<file path="src/rtl/sensor_sim_pkg.sv">
// Shared encodings and constants for the MT9P031 pixel-noise scheduler.
// LFSR polynomial x^8+x^6+x^5+x^4+1, seed 8'hAB.
package sensor_sim_pkg;

    typedef enum logic [1:0] {
        S_IDLE = 2'd0,
        S_ON   = 2'd1,
        S_OFF  = 2'd2
    } sched_state_e;

    localparam logic [7:0] LFSR_SEED      = 8'hAB;
    localparam logic [7:0] LFSR_TAPS      = 8'hB8;
    localparam int         DATA_WIDTH_DEF = 8;

    // Fibonacci step: shift left, XOR of tapped bits enters at bit 0.
    function automatic logic [7:0] lfsr8_next(input logic [7:0] s);
        return {s[6:0], ^(s & LFSR_TAPS)};
    endfunction

endpackage

</file>
<file path="src/rtl/sensor_noise_sched_lfsr.sv">
// Free-running 8-bit Fibonacci LFSR used to space and colour injected pixels.
// The seed is only reloaded by reset.
module noise_lfsr8
    import sensor_sim_pkg::*;
#(
    parameter logic [7:0] SEED = LFSR_SEED
) (
    input  logic       clk,
    input  logic       reset,
    output logic [7:0] ov_state
);

    logic [7:0] lfsr_q;
    logic [7:0] lfsr_d;

    always_comb begin
        lfsr_d = lfsr8_next(lfsr_q);
    end

    always_ff @(posedge clk or posedge reset) begin
        if (reset) begin
            lfsr_q <= SEED;
        end else begin
            lfsr_q <= lfsr_d;
        end
    end

    assign ov_state = lfsr_q;

endmodule

</file>
<file path="src/rtl/sensor_noise_sched.sv">
// Frame-level noise-injection scheduler: on/off frame bursts, line ROI, LFSR spacing.
// Define SENSOR_NOISE_SCHED_HOT_PIXEL_EN to force injected pixels to all-ones.
module sensor_noise_sched
    import sensor_sim_pkg::*;
#(
    parameter int DATA_WIDTH  = DATA_WIDTH_DEF,
    parameter int FRAME_CNT_W = 8
) (
    input  logic                   clk,
    input  logic                   reset,
    input  logic                   i_cfg_en,
    input  logic [7:0]             iv_gap_min,
    input  logic [15:0]            iv_roi_line_start,
    input  logic [15:0]            iv_roi_line_end,
    input  logic [FRAME_CNT_W-1:0] iv_frames_on,
    input  logic [FRAME_CNT_W-1:0] iv_frames_off,
    input  logic                   i_fval,
    input  logic                   i_lval,
    input  logic [DATA_WIDTH-1:0]  iv_pix_data,
    output logic                   o_fval,
    output logic                   o_lval,
    output logic [DATA_WIDTH-1:0]  ov_pix_data,
    output logic                   o_noise_frame,
    output logic [15:0]            ov_inject_cnt
);

    localparam logic [FRAME_CNT_W-1:0] CNT_MAX = '1;
    localparam logic [FRAME_CNT_W-1:0] CNT_ONE = FRAME_CNT_W'(1);

    logic [7:0] lfsr;

    noise_lfsr8 #(
        .SEED(LFSR_SEED)
    ) u_lfsr (
        .clk     (clk),
        .reset   (reset),
        .ov_state(lfsr)
    );

    logic                   fval_q;
    logic                   lval_q;
    logic                   armed_q, armed_d;
    sched_state_e           state_q, state_d;
    logic [FRAME_CNT_W-1:0] on_cnt_q, on_cnt_d;
    logic [FRAME_CNT_W-1:0] off_cnt_q, off_cnt_d;

    logic                   en_q, en_d;
    logic [7:0]             gap_min_q, gap_min_d;
    logic [15:0]            roi_start_q, roi_start_d;
    logic [15:0]            roi_end_q, roi_end_d;
    logic [FRAME_CNT_W-1:0] frames_on_q, frames_on_d;
    logic [FRAME_CNT_W-1:0] frames_off_q, frames_off_d;

    logic [15:0]            line_q, line_d, line_eff;
    logic [7:0]             gap_q, gap_d, gap_eff;
    logic [15:0]            cnt_q, cnt_d, cnt_eff;
    logic [DATA_WIDTH-1:0]  pix_q, pix_d;
    logic                   nf_q, nf_d;

    logic                   fs, fe, lval_fall;
    logic                   roi_hit, inject;
    logic [DATA_WIDTH-1:0]  noise_val;

    assign fs        = i_fval & ~fval_q;
    assign fe        = ~i_fval & fval_q;
    assign lval_fall = i_fval & lval_q & ~i_lval;

    // The _d shadows double as the frame's effective configuration.
    always_comb begin
        en_d         = en_q;
        gap_min_d    = gap_min_q;
        roi_start_d  = roi_start_q;
        roi_end_d    = roi_end_q;
        frames_on_d  = frames_on_q;
        frames_off_d = frames_off_q;
        if (fs) begin
            en_d         = i_cfg_en;
            gap_min_d    = iv_gap_min;
            roi_start_d  = iv_roi_line_start;
            roi_end_d    = iv_roi_line_end;
            frames_on_d  = iv_frames_on;
            frames_off_d = iv_frames_off;
        end
    end

    always_comb begin
        state_d   = state_q;
        on_cnt_d  = on_cnt_q;
        off_cnt_d = off_cnt_q;
        if (fs) begin
            if (!en_d || frames_on_d == '0) begin
                state_d   = S_IDLE;
                on_cnt_d  = '0;
                off_cnt_d = '0;
            end else begin
                unique case (state_q)
                    S_ON: begin
                        if (on_cnt_q >= frames_on_d) begin
                            on_cnt_d = '0;
                            state_d  = (frames_off_d == '0) ? S_ON : S_OFF;
                        end
                    end
                    S_OFF: begin
                        if (off_cnt_q >= frames_off_d) begin
                            off_cnt_d = '0;
                            state_d   = S_ON;
                        end
                    end
                    default: state_d = S_ON;
                endcase
            end
        end else if (fe) begin
            if (state_q == S_ON && on_cnt_q != CNT_MAX) begin
                on_cnt_d = on_cnt_q + CNT_ONE;
            end
            if (state_q == S_OFF && off_cnt_q != CNT_MAX) begin
                off_cnt_d = off_cnt_q + CNT_ONE;
            end
        end
    end

    always_comb begin
`ifdef SENSOR_NOISE_SCHED_HOT_PIXEL_EN
        noise_val = '1;
`else
        noise_val = DATA_WIDTH'(lfsr) << (DATA_WIDTH - 8);
`endif
    end

    // A frame already running at reset release is not eligible (armed_q low).
    always_comb begin
        line_eff = fs ? 16'd0 : line_q;
        gap_eff  = fs ? 8'd0 : gap_q;
        cnt_eff  = fs ? 16'd0 : cnt_q;
        armed_d  = armed_q | ~i_fval;

        roi_hit = (line_eff >= roi_start_d) && (line_eff <= roi_end_d);
        inject  = armed_q && (state_d == S_ON) && i_fval && i_lval &&
                  roi_hit && (gap_eff >= gap_min_d) && lfsr[0];

        line_d = line_eff;
        if (lval_fall && line_eff != 16'hFFFF) begin
            line_d = line_eff + 16'd1;
        end

        gap_d = gap_eff;
        if (inject) begin
            gap_d = 8'd0;
        end else if (i_fval && i_lval && gap_eff != 8'hFF) begin
            gap_d = gap_eff + 8'd1;
        end

        cnt_d = cnt_eff;
        if (inject && cnt_eff != 16'hFFFF) begin
            cnt_d = cnt_eff + 16'd1;
        end

        pix_d = inject ? noise_val : iv_pix_data;
        nf_d  = armed_q && i_fval && (state_d == S_ON);
    end

    always_ff @(posedge clk or posedge reset) begin
        if (reset) begin
            fval_q       <= 1'b0;
            lval_q       <= 1'b0;
            armed_q      <= 1'b0;
            state_q      <= S_IDLE;
            on_cnt_q     <= '0;
            off_cnt_q    <= '0;
            en_q         <= 1'b0;
            gap_min_q    <= '0;
            roi_start_q  <= '0;
            roi_end_q    <= '0;
            frames_on_q  <= '0;
            frames_off_q <= '0;
            line_q       <= '0;
            gap_q        <= '0;
            cnt_q        <= '0;
            pix_q        <= '0;
            nf_q         <= 1'b0;
        end else begin
            fval_q       <= i_fval;
            lval_q       <= i_lval;
            armed_q      <= armed_d;
            state_q      <= state_d;
            on_cnt_q     <= on_cnt_d;
            off_cnt_q    <= off_cnt_d;
            en_q         <= en_d;
            gap_min_q    <= gap_min_d;
            roi_start_q  <= roi_start_d;
            roi_end_q    <= roi_end_d;
            frames_on_q  <= frames_on_d;
            frames_off_q <= frames_off_d;
            line_q       <= line_d;
            gap_q        <= gap_d;
            cnt_q        <= cnt_d;
            pix_q        <= pix_d;
            nf_q         <= nf_d;
        end
    end

    assign o_fval        = fval_q;
    assign o_lval        = lval_q;
    assign ov_pix_data   = pix_q;
    assign o_noise_frame = nf_q;
    assign ov_inject_cnt = cnt_q;

endmodule

</file>
<file path="config.mk">
export PLATFORM = sky130hd
export DESIGN_NAME = sensor_noise_sched
export DESIGN_NICKNAME = d
export VERILOG_FILES = /design/src/rtl/sensor_sim_pkg.sv /design/src/rtl/sensor_noise_sched_lfsr.sv /design/src/rtl/sensor_noise_sched.sv
export SDC_FILE = /design/constraint.sdc
export NUM_CORES = 1
export LEC_CHECK = 0
export ABC_AREA = 1
export BUFFER_PORTS_ARGS = -buffer_cell sky130_fd_sc_hd__buf_2
export CAP_MARGIN = 10
export CORE_ASPECT_RATIO = 1.25
export CORE_UTILIZATION = 64
export CTS_CLUSTER_DIAMETER = 80
export CTS_CLUSTER_SIZE = 24
export DETAILED_ROUTE_END_ITERATION = 10
export GPL_TIMING_DRIVEN = 0
export HOLD_SLACK_MARGIN = 0.1
export PLACE_DENSITY = 0.86
export SETUP_SLACK_MARGIN = 0.02
export SLEW_MARGIN = 20
export SYNTH_ARGS = -nofsm -noshare
export SYNTH_HDL_FRONTEND = slang
export SYNTH_HIERARCHICAL = 1
export SYNTH_SLANG_ARGS = --single-unit
</file>
<file path="constraint.sdc">
create_clock -name clk -period 7.3 [get_ports clk]
set_input_delay 0.73 -clock clk [delete_from_list [all_inputs] [get_ports clk]]
set_output_delay 0.73 -clock clk [all_outputs]
set_load 0.02 [all_outputs]
</file>
==> results of run 1 <==
-- cells in the mapped netlist (6+ instances only) --
master and instances:
nand2_1 245, inv_1 157, dfrtp_1 129, nor2_1 80, ha_1 64, o21ai_0 47, nand3_1 46, or2_2 39
xor2_1 32, nand4_1 31, a21oi_1 28, o21ai_1 16, nor3_1 15, clkbuf_1 13, buf_4 10, inv_2 10
xnor2_1 10, buf_6 7, nor2_2 6
-- per-layer routing --
metal / global-route usage / wire [microns]
met2: 0.552 / 9760
met3: 0.0578 / 1130
met1: 0.378 / 7700
met5: 0 / 0
met4: 0.162 / 630
-- metrics by stage --
step	hold slack (ps)	total power [W]	util	setup WS (ps)
global route	318	0.00230	0.772	2270
floorplan	354	0.00114	-	3210
CTS	282	0.00219	0.772	2780
global placement	357	0.00123	0.716	1810
detailed placement	358	0.00125	0.719	2460
finish	279	0.00219	0.772	2690
-- sequential cells by signal (all words and copies together), names as in the netlist --
signal and flops:
state_q 2, roi_end_q 16, ov_inject_cnt 16, ov_pix_data 8, o_lval 1, on_cnt_q 8, u_lfsr/ov_state 8, o_fval 1
frames_on_q 8, armed_q 1, gap_q 8, roi_start_q 16, line_q 16, off_cnt_q 8, gap_min_q 8, o_noise_frame 1
frames_off_q 8
-- worst paths after layout --
kind | cells past startpoint | end | slack, ps | startpoint
worst max-delay path | 24 | ov_inject_cnt[4] | 2690 | i_fval
worst min-delay path | 2 | u_lfsr/ov_state[2] | 280 | reset
worst max register to register | 24 | ov_inject_cnt[4] | 2760 | o_fval
worst min register to register | 0 | u_lfsr/ov_state[1] | 380 | u_lfsr/ov_state[0]
max in group asynchronous | 3 | on_cnt_q[3] | 6250 | reset
min in group clk | 0 | u_lfsr/ov_state[1] | 380 | u_lfsr/ov_state[0]
-- power by group through the flow --
stage | clock network (W) | registers, W | logic, W
2_1_floorplan | 0 | 0.000870 | 0.000271
5_1_grt | 0.000986 | 0.000877 | 0.000440
6_report | 0.000948 | 0.000869 | 0.000376
3_3_place_gp | 0 | 0.000877 | 0.000350
4_1_cts | 0.000947 | 0.000867 | 0.000378
3_5_place_dp | 0 | 0.000880 | 0.000371
-- cell type report --
type | instances | area, sq um | area share
clock buffer | 19 | 453 | 0.0478
sequential | 134 | 3360 | 0.354
multi-input combinational | 690 | 3890 | 0.410
clock inverter | 13 | 203 | 0.0214
timing repair buffer | 96 | 503 | 0.0531
tap | 164 | 205 | 0.0217
inverter | 168 | 638 | 0.0673
buffer | 35 | 226 | 0.0239
-- worst max-delay path, stage by stage --
cell	delay (ps)
buf_2	160
ha_1	180
buf_6	150
buf_6	170
buf_6	190
buf_2	300
buf_1	500
clkbuf_1	400
nand2_1	100
nand2_1	130
ha_1	160
inv_1	40
a21oi_1	110
o21ai_0	90
nand2_1	60
nand2_1	40
nand2_1	50
nand2_1	50
nand2_1	70
nand3_1	90
nor2_2	420
clkbuf_1	460
nand4_1	170
nand2_1	110
-- cells by family after synthesis --
kind of cell	after synthesis	share of synthesized area
buffers and inverters	203	0.106
DFF	134	0.414
adders and majority gates	64	0.0988
AOI/OAI and AO/OA	101	0.0662
xor gates and xnor gates	42	0.0454
and+or+nand+nor	483	0.269
==> metrics.md, run 1 <==
| Metric | Value |
|---|---|
| Syn Nets | 1160 |
| Yosys reg bits | 134 |
| Worst-path clk slew | 60 ps |
| DR vias/cell | 5.39 |
| Seq pwr share | 0.396 |
| Setup TNS | 0 ps |
| DR pass1 iterations | 5 |
| CTS Buf Count | 17 |
| Most frequent cells in the layout | nand2_1, inv_1, dfrtp_1, buf_2, nor2_1 |
| Setup Fix Bufs, Post-CTS | 0 |
| Commonest non-fill, non-tap cell in the layout | nand2_1 |
| Die width | 103 microns |
| Switching part of the total | 0.279 |
| Avg Inst Size Synth | 7.90 sq um |
| IO buf count | 95 |
| Clk_skew | 5.35 ps |
| # hold bufs at CTS | 0 |
| Tightest Pin Transition | 613 ps |
| Crit path time final | 4610 ps |
| Power Density | 231 nW/um^2 |
| Startpoint Class | input pin |
| Comb pwr share | 0.171 |
| ANT cells | 0 |
| Finished Layout Cells | 1319 |
| Slew margin rel. | 0.590 |
| CTS tree | yes |
| Initial antenna violation count | 0 |
| Crit end category | register |
| Unrepaired setup endpoints after global routing | false |
| Endpoints failing hold | 0 |
| Fillers | 883 |
| Final Cycle Share | 0.631 |
| Critical path class | input pin to register |
| Initial Utilization | 0.661 |
| Initial DRC count | 407 |
| GPL Wtd Cong | 0.945 |
| Root Buffer | clkbuf_16 |
| DP Area | 8820 sq um |
| Dominant cells by area after synthesis | dfrtp_1, nand2_1, ha_1, inv_1, nor2_1 |
| Total track usage | 0.321 |
| Net count, final | 1275 |
| Netlist cell types | 38 |
| Final count of pins violating max slew | 0 |
| Clock Sinks | 134 |
| Leading area contributor after synthesis | dfrtp_1 |
| Internal Power | 0.00158 W |
| Outcome | complete, no violations |
| VDD IR max | 0.161 mV |
| Layout cell share with drive strength beyond 1 | 0.198 |
| Vias in the first global route | 7236 |
| Crit path arrival time | 4970 ps |
| Critical Path RT | 7660 ps |
| Clk buf depth | 2 |
| Detail Route Antenna Nets | 0 |
| Clk pwr share | 0.432 |
| Setup violators final | 0 |
| Row count | 45 |
| DRC viols | 0 |
| Hold Path Class | input pin to async pin |
| Ys Warns | 6 |
| EDFF count, synth | 0 |
| Max_cap viols | 0 |
| Core Region | 12300 sq um |
| Gate Count Post-Synth | 1027 |
| Detailed-route via count | 7116 |
| GRT overflow | 0 |
| First-pass GRT wire length | 32.3 mm |
| I/O pins | 96 |
| Post-cts resize count | 0 |
| P_leak | 5.07 nW |
| Die Height | 128 microns |
| DP Cell Count | 1287 |
| Post-synth ARST share | 1.00 |
| Die Area | 13100 sq um |
| Largest net degree at the start of global routing | 82 |
| Post-synthesis sequential area ratio | 0.414 |
| Drt total wl | 19.2 mm |
| Worst Path Max Fanout | 10 |
| Yosys top cell area share | 0.398 |
| Fin area | 9480 sq um |
| Synth-to-layout area growth | 16.9% |
| Post-Syn Area | 8110 sq um |
| Fmax | 217 MHz |
| HPWL Detailed | 13.7 mm |
| Clk_lat worst skew | 420 ps |
| Sw Pwr | 0.000612 W |
| H-tree depth | 4 |
| Avg WL per Cell | 14.6 microns |
| Ys flop type | dfrtp_1 |
(Power assumes the default switching activity.)
==> run 2: changes to the inputs <==
CORE_UTILIZATION = 53   (was 64)
PLACE_DENSITY = 0.76   (was 0.86)
clock period = 4.21 ns   (was 7.3 ns; I/O delays follow)
==> run 2 against run 1 <==
  * Worst hold slack got worse by 110 ps
  * Sequential share of layout area is essentially flat
  * Sequential power increased by 74%
  * Cell area hardly changed
  * Routed wire length down 3.8%
  * Largest cell class unchanged
==> metrics.md, run 2 (synthesized netlist as in run 1, its figures left out) <==
| Metric | Value |
|---|---|
| Outcome | complete, no violations |
| Crit end category | register |
| Drt total wl | 18.5 mm (-3.8%) |
| CP Buf/Inv Count | 7 (-2) |
| CP top delay family | buffers and inverters |
| Initial Utilization | 0.542 (-0.118) |
| Synth-to-layout area growth | 16.9% (about the same) |
| IO buf count | 95 (unchanged) |
| Startpoint Class | register |
| Clk_skew | 7.85 ps (+2.50 ps) |
| Most frequent cells in the layout | nand2_1, inv_1, dfrtp_1, buf_2, nor2_1 |
| Unrepaired setup endpoints after global routing | false |
| Slowest-stage cell, CP | clkbuf_1 |
| Tightest Pin Transition | 487 ps (-126 ps) |
| HPWL Detailed | 13.7 mm (+0.27%) |
| Setup violators final | 0 (unchanged) |
| Detail Route Antenna Nets | 0 (unchanged) |
| Die width | 113 microns (+9.7%) |
| Area occupied by multi-input gates | 3890 sq um (+0.13%) |
| ANT cells | 0 (unchanged) |
| Row count | 50 (+11%) |
| GRT overflow | 0 (unchanged) |
| Worst path max stage delay | 390 ps (-110 ps) |
| Fillers | 1320 (+49%) |
| DR pass1 iterations | 5 (unchanged) |
| Core Region | 15000 sq um (+22%) |
| Vias in the first global route | 6813 (-5.8%) |
| Final count of pins violating max slew | 0 (unchanged) |
| VDD IR max | 0.227 mV (+41%) |
| P_leak | 5.09 nW (+0.25%) |
| Crit path arrival time | 4190 ps (-780 ps) |
| Worst-path clk slew | 50 ps (about the same) |
| CP Cell Sequence | inv_1 -> ha_1 -> buf_6 -> buf_6 -> buf_6 -> buf_2 -> clkbuf_1 -> o21ai_0 -> ha_1 -> nand2_1 -> o21ai_0 -> nand2_1 -> nand2_1 -> nand2_1 -> nand2_1 -> a21oi_1 -> nor2_4 -> nand4_2 -> buf_6 -> nand2_1 -> nand2_1 |
| GPL Wtd Cong | 0.882 (-6.7%) |
| Net count, final | 1274 (-0.078%) |
| DRC viols | 0 (unchanged) |
| Endpoints failing hold | 0 (unchanged) |
| Fin area | 9480 sq um (about the same) |
| Slew margin rel. | 0.672 (+0.0823) |
| Clk_lat worst skew | 430 ps (about the same) |
| Largest net degree at the start of global routing | 76 (-7.3%) |
| Fmax | 258 MHz |
| Layout cell share with drive strength beyond 1 | 0.202 (+0.00364) |
| DR vias/cell | 5.12 (-5.0%) |
| DP Area | 8840 sq um (+0.26%) |
| H-tree depth | 4 (unchanged) |
| Total track usage | 0.254 (-0.0666) |
| Final Cycle Share | 0.922 |
| Max_cap viols | 0 (unchanged) |
| Initial DRC count | 308 (-24%) |
| Detailed-route via count | 6846 (-3.8%) |
| Layout Utilization | 0.634 (-0.138) |
| Power Density | 390 nW/um^2 (+69%) |
| Commonest non-fill, non-tap cell in the layout | nand2_1 |
| Critical Path RT | 4520 ps (-3140 ps) |
| Die Height | 140 microns (+9.7%) |
| Hold Path Class | input pin to register |
| I/O pins | 96 (unchanged) |
| Critical path class | register to register |
| Critical Path Most Common Cell | nand2_1 |
| Reg area | 3360 sq um (unchanged) |
| CTS tree | yes |
| Clock Sinks | 134 (unchanged) |
| Crit path time final | 3880 ps |
| Clk buf depth | 2 (unchanged) |
| Worst Path Max Fanout | 10 (unchanged) |
| CTS Buf Count | 17 (unchanged) |
| Root Buffer | clkbuf_16 |
| Pwr Total | 0.00370 W (+69%) |
| Initial antenna violation count | 0 (unchanged) |
| Setup Fix Bufs, Post-CTS | 0 (unchanged) |
| Avg WL per Cell | 13.8 microns (-5.0%) |
| Die Area | 15800 sq um (+20%) |
| First-pass GRT wire length | 31.3 mm (-3.0%) |
-- run 2: through the flow --
stage	hold slack [ps]	setup slack, ps	setup TNS (ps)	cells
after global routing	155	12.5	0	1336
after CTS	152	72.2	0	1337
final	168	327	0	1336
after global placement	358	-1030	-139050	1304
after floorplan	233	433	0	1027
after detailed placement	360	-447	-11300	1305
-- run 2: timing repair --
item / 4_1_cts / 5_1_grt
endpoints found under the setup margin: 32 / 27
hold endpoints to repair: 54 / 0
gates resized for setup: 1 / 13
hold buffers: 1 / 0
-- run 2: path summary, 6_finish.rpt --
path | from | to | slack [ps] | depth (start not counted)
setup / recovery | o_fval | ov_inject_cnt[7] | 330 | 21
hold reg to reg | u_lfsr/ov_state[0] | u_lfsr/ov_state[1] | 370 | 0
hold / removal | i_lval | o_lval | 170 | 1
setup reg to reg | o_fval | ov_inject_cnt[7] | 330 | 21
max in group asynchronous | reset | on_cnt_q[2] | 2910 | 4
min in group asynchronous | reset | u_lfsr/ov_state[4] | 520 | 3
-- run 2: power by group --
part | total (W) | switching [W] | internal [W]
registers | 0.00151 | 0.0000889 | 0.00142
clock network | 0.00154 | 0.000538 | 0.00101
logic | 0.000651 | 0.000404 | 0.000246
-- run 2: area by class of cell --
cell class	instances	share of cell area
buffer	33	0.0241
sequential	134	0.354
tap	182	0.0240
multi-input combinational	690	0.411
timing repair buffer	97	0.0541
inverter	168	0.0673
clock buffer	24	0.0529
clock inverter	8	0.0125
-- run 2: metal layers --
layer	routed length, microns	vias to the layer above	GRT usage
met5	0	-	0
met2	9150	178	0.429
met1	7970	3150	0.301
met3	763	46	0.0563
met4	612	0	0.135
li1	-	3472	-
==> run 3: changes to the inputs <==
CORE_UTILIZATION = 64   (was 53)
PLACE_DENSITY = 0.86   (was 0.76)
clock period = 5 ns   (was 4.21 ns; I/O delays follow)
==> run 3 against run 2 <==
  * Cell area about the same
  * Routed wire length grew 3.7%
  * Combinational power down 16%
  * Sequential cell count stayed put
  * Critical path depth grew 3
  * Total power fell by 14%
  * Global-route usage up 6.7 points
  * Clock skew hardly changed
  * Via count increased by 3.9%
  * Sequential share of layout area hardly changed
  * Sequential power down 16%
  * Setup slack improved by 130 ps
==> metrics.md, run 3 (synthesized netlist as in run 1, its figures left out) <==
| Metric | Value |
|---|---|
| R2R depth | 24 (+14%) |
| Core Region | 12300 sq um (-18%) |
| Detail Route Antenna Nets | 0 (unchanged) |
| Initial Utilization | 0.661 (+0.118) |
| Critical path class | register to register |
| Initial DRC count | 405 (+31%) |
| Net count, final | 1276 (+0.16%) |
| Crit end category | register |
| Max_cap viols | 0 (unchanged) |
| CP top delay family | buffers and inverters |
| Fmax | 220 MHz (-14%) |
| I/O pins | 96 (unchanged) |
| CTS Buf Count | 17 (unchanged) |
| Clock Sinks | 134 (unchanged) |
| Layout cell share with drive strength beyond 1 | 0.198 (-0.00381) |
| Worst Path Max Fanout | 10 (unchanged) |
| Die width | 103 microns (-8.8%) |
| CTS tree | yes |
| Clk_skew | 8.17 ps (+0.313 ps) |
| Initial antenna violation count | 0 (unchanged) |
| Commonest non-fill, non-tap cell in the layout | nand2_1 |
| Worst path max stage delay | 500 ps (+110 ps) |
| Unrepaired setup endpoints after global routing | false |
| Avg WL per Cell | 14.5 microns (+5.0%) |
| Crit path arrival time | 4900 ps (+710 ps) |
| H-tree depth | 4 (unchanged) |
| DRC viols | 0 (unchanged) |
| Power Density | 337 nW/um^2 (-14%) |
| Drt total wl | 19.2 mm (+3.7%) |
| Worst-path clk slew | 60 ps (about the same) |
| Endpoints failing hold | 0 (unchanged) |
| Synth-to-layout area growth | 17.0% (about the same) |
| DR pass1 iterations | 4 (-1) |
| Setup violators final | 0 (unchanged) |
| Final count of pins violating max slew | 0 (unchanged) |
| Most frequent cells in the layout | nand2_1, inv_1, dfrtp_1, buf_2, nor2_1 |
| Outcome | complete, no violations |
| Stages on worst setup path | 24 (+14%) |
| CP Buf/Inv Count | 9 (+2) |
| Critical Path RT | 5360 ps (+840 ps) |
| ANT cells | 0 (unchanged) |
| GRT overflow | 0 (unchanged) |
| Hold path depth | 3 (+2) |
| Crit path time final | 4540 ps (+657 ps) |
| Vias in the first global route | 7239 (+6.3%) |
| Pwr Total | 0.00320 W (-14%) |
| DR vias/cell | 5.39 (+5.1%) |
| Startpoint Class | register |
| First-pass GRT wire length | 32.3 mm (+3.2%) |
| Slowest-stage cell, CP | buf_1 |
| Hold Path Class | input pin to register |
| P_leak | 5.08 nW (-0.16%) |
| Die Area | 13100 sq um (-17%) |
| Slew margin rel. | 0.603 (-0.0696) |
| CP Cell Sequence | inv_1 -> ha_1 -> buf_6 -> buf_6 -> buf_6 -> buf_2 -> buf_1 -> clkbuf_1 -> nand2_1 -> nand2_1 -> ha_1 -> inv_1 -> a21oi_1 -> o21ai_0 -> nand2_1 -> nand2_1 -> nand2_1 -> nand2_1 -> nand2_1 -> nand3_1 -> nor2_2 -> clkbuf_1 -> nand4_1 -> nand2_1 |
| VDD IR max | 0.233 mV (+2.8%) |
| Clk_lat worst skew | 420 ps (about the same) |
| Largest net degree at the start of global routing | 82 (+7.9%) |
| HPWL Detailed | 13.7 mm (-0.27%) |
| Detailed-route via count | 7112 (+3.9%) |
| Row count | 45 (-10%) |
| GPL Wtd Cong | 0.945 (+7.1%) |
| Hold_ws | 263 ps (+96.0 ps) |
| Die Height | 128 microns (-8.9%) |
| Final Cycle Share | 0.908 (-0.0142) |
| Total track usage | 0.321 (+0.0667) |
| Critical Path Most Common Cell | nand2_1 |
| Root Buffer | clkbuf_16 |
| IO buf count | 95 (unchanged) |
| Tightest Pin Transition | 596 ps (+110 ps) |
| Clk buf depth | 2 (unchanged) |
-- run 3: layer usage --
metal  vias to the layer above  routed length, microns  global-route usage  share of wire
li1                       3477                       -                   -              -
met1                      3301                    7710               0.379           0.40
met2                       272                    9750               0.552           0.51
met3                        62                    1090              0.0578          0.057
met4                         0                     643               0.162          0.034
met5                         -                       0                   0              0
-- run 3: worst paths after layout --
path,startpoint,endpoint,slack (ps)
max,o_fval,ov_inject_cnt[4],460
min,iv_pix_data[0],ov_pix_data[0],260
max reg2reg,o_fval,ov_inject_cnt[4],460
min reg2reg,u_lfsr/ov_state[0],u_lfsr/ov_state[1],380
max in group asynchronous,reset,on_cnt_q[3],3620
min in group asynchronous,reset,u_lfsr/ov_state[2],600
-- run 3: cell type report --
cell class,count,area [sq um]
buffer,35,226
tap,164,205
timing repair buffer,97,513
inverter,168,638
clock inverter,13,203
sequential,134,3360
fill,880,2790
clock buffer,19,453
multi-input combinational,690,3890
-- run 3: what timing repair did --
action | CTS | global route
resized for setup | 0 | 0
hold endpoints to repair | 3 | 0
hold buffers | 1 | 0
setup buffers | 0 | 0
-- run 3: worst register-to-register path: cells and delay by family (launching register included) --
kind | cells | cell delay [ps]
and+or+nand+nor | 11 | 1320
DFF | 1 | 380
buffers and inverters | 9 | 2280
adders and majority gates | 2 | 310
AOI/OAI and AO/OA | 2 | 200
-- run 3: stage by stage --
| stage | setup TNS (ps) | util | std cells | setup slack, ps | cell area (sq um) |
|---|---|---|---|---|---|
| CTS | 0 | 0.773 | 1320 | 548 | 9490 |
| detailed placement | 0 | 0.719 | 1287 | 388 | 8820 |
| global placement | -32170 | 0.716 | 1286 | -264 | 8790 |
| global route | 0 | 0.773 | 1320 | 36.9 | 9490 |
| finish | 0 | 0.773 | 1320 | 460 | 9490 |
| floorplan | 0 | - | 1027 | 1140 | 8110 |
-- run 3: where the power goes --
part           leakage (nW)  internal [W]  total, W  switching (W)
clock                 0.319      0.000908   0.00138       0.000475
sequential             1.66       0.00119   0.00127      0.0000745
combinational          3.10      0.000207  0.000549       0.000342
total                  5.08       0.00231   0.00320       0.000891
